==> config.mk <==
export PLATFORM = sky130hd
export DESIGN_NAME = vend_controller
export DESIGN_NICKNAME = d
export VERILOG_FILES = /design/src/rtl/vend_pkg.sv /design/src/rtl/vend_change_unit.sv /design/src/rtl/vend_controller.sv
export SDC_FILE = /design/constraint.sdc
export NUM_CORES = 1
export LEC_CHECK = 0
export CORE_MARGIN = 2
export CORE_UTILIZATION = 50
export CTS_BUF_LIST = sky130_fd_sc_hd__clkbuf_4 sky130_fd_sc_hd__clkbuf_8
export DETAILED_ROUTE_END_ITERATION = 8
export GPL_TIMING_DRIVEN = 0
export PLACE_DENSITY = 0.72
export SYNTH_ARGS = -nofsm -noshare
export SYNTH_HDL_FRONTEND = slang
export SYNTH_SLANG_ARGS = --single-unit
export TNS_END_PERCENT = 1
==> constraint.sdc <==
create_clock -name clk -period 4.3 [get_ports clk]
set_input_delay 1.29 -clock clk [delete_from_list [all_inputs] [get_ports clk]]
set_output_delay 1.29 -clock clk [all_outputs]
set_load 0.01 [all_outputs]
==> src/rtl/vend_pkg.sv <==
// Shared types and constants for the vending transaction controller.
package vend_pkg;

    typedef enum logic [1:0] {
        StIdle,
        StCredit,
        StVend,
        StChange
    } state_e;

    localparam int unsigned CREDIT_W = 8;
    localparam int unsigned COIN_5   = 5;
    localparam int unsigned COIN_10  = 10;
    localparam int unsigned COIN_25  = 25;

    function automatic logic [CREDIT_W-1:0] price_of(
        input logic [1:0]  sel,
        input int unsigned p0,
        input int unsigned p1,
        input int unsigned p2,
        input int unsigned p3
    );
        logic [CREDIT_W-1:0] price;
        unique case (sel)
            2'd0: price = CREDIT_W'(p0);
            2'd1: price = CREDIT_W'(p1);
            2'd2: price = CREDIT_W'(p2);
            default: price = CREDIT_W'(p3);
        endcase
        return price;
    endfunction

endpackage

==> src/rtl/vend_change_unit.sv <==
// Greedy change selector: picks the largest coin not exceeding the credit.
module vend_change_unit
    import vend_pkg::*;
(
    input  logic [CREDIT_W-1:0] credit,
    output logic [2:0]          coin_sel,
    output logic [CREDIT_W-1:0] dec
);

    // coin_sel is one-hot {25, 10, 5}; all-zero when there is nothing to return
    always_comb begin
        coin_sel = 3'b000;
        dec      = '0;
        if (credit >= CREDIT_W'(COIN_25)) begin
            coin_sel = 3'b100;
            dec      = CREDIT_W'(COIN_25);
        end else if (credit >= CREDIT_W'(COIN_10)) begin
            coin_sel = 3'b010;
            dec      = CREDIT_W'(COIN_10);
        end else if (credit != '0) begin
            coin_sel = 3'b001;
            dec      = CREDIT_W'(COIN_5);
        end
    end

endmodule

==> src/rtl/vend_controller.sv <==
// Vending transaction controller: credit, stock, dispense sequencing and change payout.
module vend_controller
    import vend_pkg::*;
#(
    parameter int unsigned P0              = 25,
    parameter int unsigned P1              = 40,
    parameter int unsigned P2              = 65,
    parameter int unsigned P3              = 100,
    parameter int unsigned MAX_CREDIT      = 100,
    parameter int unsigned DISPENSE_CYCLES = 4,
    parameter int unsigned STOCK_INIT      = 3
) (
    input  logic                clk,
    input  logic                rst,
    input  logic                coin_5,
    input  logic                coin_10,
    input  logic                coin_25,
    input  logic                buy,
    input  logic [1:0]          sel,
    input  logic                cancel,
    output logic [CREDIT_W-1:0] credit,
    output logic                dispense,
    output logic [1:0]          disp_sel,
    output logic                change_5,
    output logic                change_10,
    output logic                change_25,
    output logic                coin_reject,
    output logic                err_funds,
    output logic                err_sold,
    output logic [3:0]          sold_out,
    output logic                busy
);

    localparam int unsigned CNT_W = (DISPENSE_CYCLES > 1) ? $clog2(DISPENSE_CYCLES) : 1;

    state_e              state_q, state_d;
    logic [CREDIT_W-1:0] credit_q, credit_d;
    logic [3:0]          stock_q [4];
    logic [3:0]          stock_d [4];
    logic [CNT_W-1:0]    cnt_q, cnt_d;
    logic                dispense_q, dispense_d;
    logic [1:0]          disp_sel_q, disp_sel_d;
    logic [2:0]          change_q, change_d;
    logic                reject_q, reject_d;
    logic                funds_q, funds_d;
    logic                sold_q, sold_d;
    logic [3:0]          sold_out_q, sold_out_d;
    logic                busy_q, busy_d;

    logic [2:0]          eject_sel;
    logic [CREDIT_W-1:0] eject_dec;
    logic [CREDIT_W:0]   coin_sum, sum_total;
    logic [CREDIT_W-1:0] price;
    logic                any_coin, take_coins, do_eject;

    vend_change_unit u_change (
        .credit   (credit_q),
        .coin_sel (eject_sel),
        .dec      (eject_dec)
    );

    always_comb begin
        coin_sum = (coin_5  ? (CREDIT_W+1)'(COIN_5)  : '0)
                 + (coin_10 ? (CREDIT_W+1)'(COIN_10) : '0)
                 + (coin_25 ? (CREDIT_W+1)'(COIN_25) : '0);
        sum_total = {1'b0, credit_q} + coin_sum;
        price     = price_of(sel, P0, P1, P2, P3);
        any_coin  = coin_5 | coin_10 | coin_25;

        state_d    = state_q;
        credit_d   = credit_q;
        stock_d    = stock_q;
        cnt_d      = cnt_q;
        dispense_d = 1'b0;
        disp_sel_d = disp_sel_q;
        change_d   = 3'b000;
        reject_d   = 1'b0;
        funds_d    = 1'b0;
        sold_d     = 1'b0;
        take_coins = 1'b0;
        do_eject   = 1'b0;

        unique case (state_q)
            StIdle, StCredit: begin
                if (cancel) begin
                    reject_d = any_coin;
                    do_eject = (state_q == StCredit);
                end else if (buy && sold_out_q[sel]) begin
                    sold_d     = 1'b1;
                    take_coins = 1'b1;
                end else if (buy && (credit_q < price)) begin
                    funds_d    = 1'b1;
                    take_coins = 1'b1;
                end else if (buy) begin
                    reject_d     = any_coin;
                    credit_d     = credit_q - price;
                    stock_d[sel] = stock_q[sel] - 4'd1;
                    disp_sel_d   = sel;
                    cnt_d        = CNT_W'(DISPENSE_CYCLES - 1);
                    dispense_d   = 1'b1;
                    state_d      = StVend;
                end else begin
                    take_coins = 1'b1;
                end
            end
            StVend: begin
                reject_d = any_coin;
                if (cnt_q == '0) begin
                    if (credit_q != '0) do_eject = 1'b1;
                    else state_d = StIdle;
                end else begin
                    cnt_d      = cnt_q - 1'b1;
                    dispense_d = 1'b1;
                end
            end
            StChange: begin
                reject_d = any_coin;
                if (credit_q != '0) do_eject = 1'b1;
                else state_d = StIdle;
            end
            default: state_d = StIdle;
        endcase

        // The whole cycle's coins are refused together when the ceiling would be exceeded
        if (take_coins && any_coin) begin
            if (sum_total > (CREDIT_W+1)'(MAX_CREDIT)) begin
                reject_d = 1'b1;
            end else begin
                credit_d = sum_total[CREDIT_W-1:0];
                state_d  = StCredit;
            end
        end

        if (do_eject) begin
            change_d = eject_sel;
            credit_d = credit_q - eject_dec;
            state_d  = (credit_q == eject_dec) ? StIdle : StChange;
        end

        for (int i = 0; i < 4; i++) sold_out_d[i] = (stock_d[i] == 4'd0);
        busy_d = (state_d == StVend) || (state_d == StChange);
    end

    always_ff @(posedge clk or negedge rst) begin
        if (!rst) begin
            state_q    <= StIdle;
            credit_q   <= '0;
            for (int i = 0; i < 4; i++) stock_q[i] <= 4'(STOCK_INIT);
            cnt_q      <= '0;
            dispense_q <= 1'b0;
            disp_sel_q <= 2'd0;
            change_q   <= 3'b000;
            reject_q   <= 1'b0;
            funds_q    <= 1'b0;
            sold_q     <= 1'b0;
            sold_out_q <= 4'b0000;
            busy_q     <= 1'b0;
        end else begin
            state_q    <= state_d;
            credit_q   <= credit_d;
            stock_q    <= stock_d;
            cnt_q      <= cnt_d;
            dispense_q <= dispense_d;
            disp_sel_q <= disp_sel_d;
            change_q   <= change_d;
            reject_q   <= reject_d;
            funds_q    <= funds_d;
            sold_q     <= sold_d;
            sold_out_q <= sold_out_d;
            busy_q     <= busy_d;
        end
    end

    assign credit      = credit_q;
    assign dispense    = dispense_q;
    assign disp_sel    = disp_sel_q;
    assign change_25   = change_q[2];
    assign change_10   = change_q[1];
    assign change_5    = change_q[0];
    assign coin_reject = reject_q;
    assign err_funds   = funds_q;
    assign err_sold    = sold_q;
    assign sold_out    = sold_out_q;
    assign busy        = busy_q;

endmodule

==> run summary <==
TritonCTS clock tree = built
Initial antenna violation count = 0
Worst EP required = 4.53 ns
Setup violators final = 0
CP max FO = 10
Final slew viol count = 0
Post-synth design cell area = 0.00289 mm²
Wire length per cell = 15.8 µm
Largest cells by area after synthesis = dfrtp_1 29%, ha_1 10%, dfstp_2 7.3%, o21ai_0 3.5%, nand2_1 3.4%
Total gr overflow = 0
Hold Crit Start = disp_sel[1]$_DFFE_PN0P_
All-Layer GR Usage = 22.6%
Post-cts hold buffer count = 0
Global-route wire length before repair = 11200 µm
Slew HR = 54.4%
Minimum hold slack = 0.489 ns
Clk_skew = 0.00874 ns
Antenna diode instance count = 0
Top sig layer = met4
Share of post-route cells with drive strength above 1 = 15.0%
Synth Warn # = 0
Critical Path End Type = register
RSZ-0062 raised after global routing = yes
Syn Area/Cell = 9.62 µm²
Nets = 374
Setup WS pre-CTS = -0.805 ns
Final worst slack = 0.198 ns
Die outline width = 80.0 µm
Syn Nets = 336
CTS sink cnt = 42
Final ANT Viol Nets = 0
Final Util = 61.9%
Outcome = complete, no violations
Peak supply drop = 386 µV
Met1 WL = 3340 µm
Num CTS Buffers = 5
Max Cap Viol = 0
FF-to-FF setup slack = 0.58 ns
Post-synth EDFFs = 0
IO buf count = 29
Area Growth Syn to Fin = 18.8%
Final worst path period need = 4.10 ns
Origin of the critical flop-to-flop path = credit[7]$_DFF_PN0_
Core ar. = 0.00554 mm²
Startpoint type of the worst setup path = input port
DRC = 0
Root Buffer = clkbuf_8
Vias in the first global route = 2271
Largest net degree at the start of global routing = 41
H-tree Lvls = 2
Die area = 0.00640 mm²
Tcrit/Tclk final = 95.4%
Most used DFF post-synth = dfrtp_1
Fraction of registers with async set/reset = 100%
Final HPWL DP = 4970 µm
HP Class = register to register
Final hold viol count = 0
Skew-Pair Late Insertion Delay = 0.30 ns
Iteration-0 DRC Markers = 178
Critical path arrival = 4.33 ns
Vias = 2331
Yosys reg bits = 42
Netlist cell types = 55
GP Congestion = 0.874
Synth top cells by count = 34 x dfrtp_1, 26 x nand2_1, 25 x inv_1
Crit Reg-Reg Endpoint = credit[7]$_DFF_PN0_
Initial core utilization = 52.1%
Metal3 WL = 248 µm
Post-layout power = 0.00206 W
R2R depth = 14
F_max = 244 MHz
Synth top area share = 29.5%
Syn Inst Count = 300
Count leader, synth = dfrtp_1
PD cells = 600 mW/mm²
Fin Setup TNS = 0 ns
Reg clk slew, reported paths = 0.08 ns
Die Ht = 80.0 µm
Via/cell ratio = 5.67
Crit Path Class = input port to register
Static Leak = 1.55 nW
Register area share after synthesis = 36.8%
End of the worst hold path = disp_sel[1]$_DFFE_PN0P_
CTS Buffer Depth = 2
Drt pass-1 iters = 4
WHS Path Cells = 2
Top Ports = 31
Cell Rows = 27
Worst slew pin tran = 0.678 ns
Wire length on met2 = 2870 µm
Yosys top cell by area = dfrtp_1
Final WL = 6510 µm
## through the flow
step / cell area [µm²] / cells
final: 3430 / 411
after global routing: 3430 / 411
after floorplan: 2890 / 300
after detailed placement: 3280 / 402
after global placement: 3270 / 401
after CTS: 3410 / 411
## final cells by class
| class | count | area [µm²] |
|---|---|---|
| Timing Repair Buffer | 31 | 315 |
| Fill cell | 496 | 2110 |
| Multi-Input combinational cell | 220 | 1710 |
| Sequential cell | 42 | 1060 |
| Tap cell | 72 | 90.1 |
| Clock inverter | 2 | 13.8 |
| Buffer | 12 | 63.8 |
| Inverter | 26 | 97.6 |
| Clock buffer | 6 | 76.3 |
## metal layers
metal  vias to the layer above  global-route usage [%]
met1                      1133                    35.3
met5                         -                       0
li1                       1143                       -
met3                         7                    3.39
met2                        48                    32.8
met4                         0                    5.25
## worst max-delay path by stage
stage	endpoint	startpoint	cells past startpoint	slack, ns
3_5_place_dp	credit[5]$_DFF_PN0_	sel[1]	11	-0.80
2_1_floorplan	credit[5]$_DFF_PN0_	coin_10	11	0.48
4_1_cts	credit[5]$_DFF_PN0_	coin_25	14	0.05
5_1_grt	credit[5]$_DFF_PN0_	coin_10	14	-0.01
6_report	credit[5]$_DFF_PN0_	coin_10	14	0.20
3_3_place_gp	credit[5]$_DFF_PN0_	sel[1]	11	-0.79
## cell usage in the layout, fill, tap and decap left out, types with 5 or more instances in the layout
cell type / synthesis / routed
mux2i_1: 7 / 7
mux2_2: 5 / 5
clkbuf_1: 8 / 6
nand2b_1: 7 / 7
ha_1: 23 / 21
a21oi_1: 19 / 18
nor2_1: 16 / 16
nand2_1: 26 / 26
nor2b_1: 5 / 5
clkbuf_8: 0 / 5
dfrtp_1: 34 / 34
nand3_1: 9 / 9
o21ai_0: 20 / 20
dfstp_2: 8 / 8
nor3_1: 7 / 7
xor2_1: 8 / 8
inv_1: 25 / 24
clkdlybuf4s50_1: 0 / 27
## flip-flops by register name (all words and copies together) (netlist names)
| signal | cells |
|---|---|
| state_q | 2 |
| disp_sel | 2 |
| cnt_q | 2 |
| err_sold | 1 |
| change_q | 3 |
| stock_q | 16 |
| sold_out | 4 |
| err_funds | 1 |
| credit | 8 |
| busy | 1 |
| coin_reject | 1 |
| dispense | 1 |
## repair_timing
item,in CTS,in global routing
pin swaps,1,2
endpoints found under the setup margin,9,9
gates resized for setup,7,8
buffers inserted,1,0
## power breakdown
part	leakage, nW	switching (W)	internal, W	total, W
Combinational	1.01	0.000667	0.000563	0.00123
Clock	0.0486	0.000142	0.000121	0.000263
Sequential	0.488	0.0000956	0.000469	0.000565
Total	1.55	0.000905	0.00115	0.00206
## cell families (layout without fill, tap and decap cells)
| family | count (synthesis) | in the layout | share of synthesized area, % |
|---|---|---|---|
| AOI/OAI and AO/OA | 66 | 66 | 14.3 |
| xor gates and xnor gates | 12 | 12 | 3.64 |
| adders and majority gates | 27 | 27 | 12.7 |
| buffers and inverters | 38 | 77 | 5.29 |
| DFF | 42 | 42 | 36.8 |
| muxes | 21 | 21 | 9.97 |
| and+or+nand+nor | 94 | 94 | 17.3 |
## worst max-delay path, stage by stage
cell and delay [ns]:
clkdlybuf4s50_1 0.52, inv_1 0.09, fa_1 0.53, inv_1 0.05, ha_2 0.32, a21oi_2 0.16
o22ai_1 0.11, xor2_1 0.16, nor4b_2 0.23, buf_4 0.17, o311ai_2 0.17, buf_6 0.20
o2111ai_1 0.12, o221a_2 0.22
Note: power is estimated with default switching activity, not from simulation.
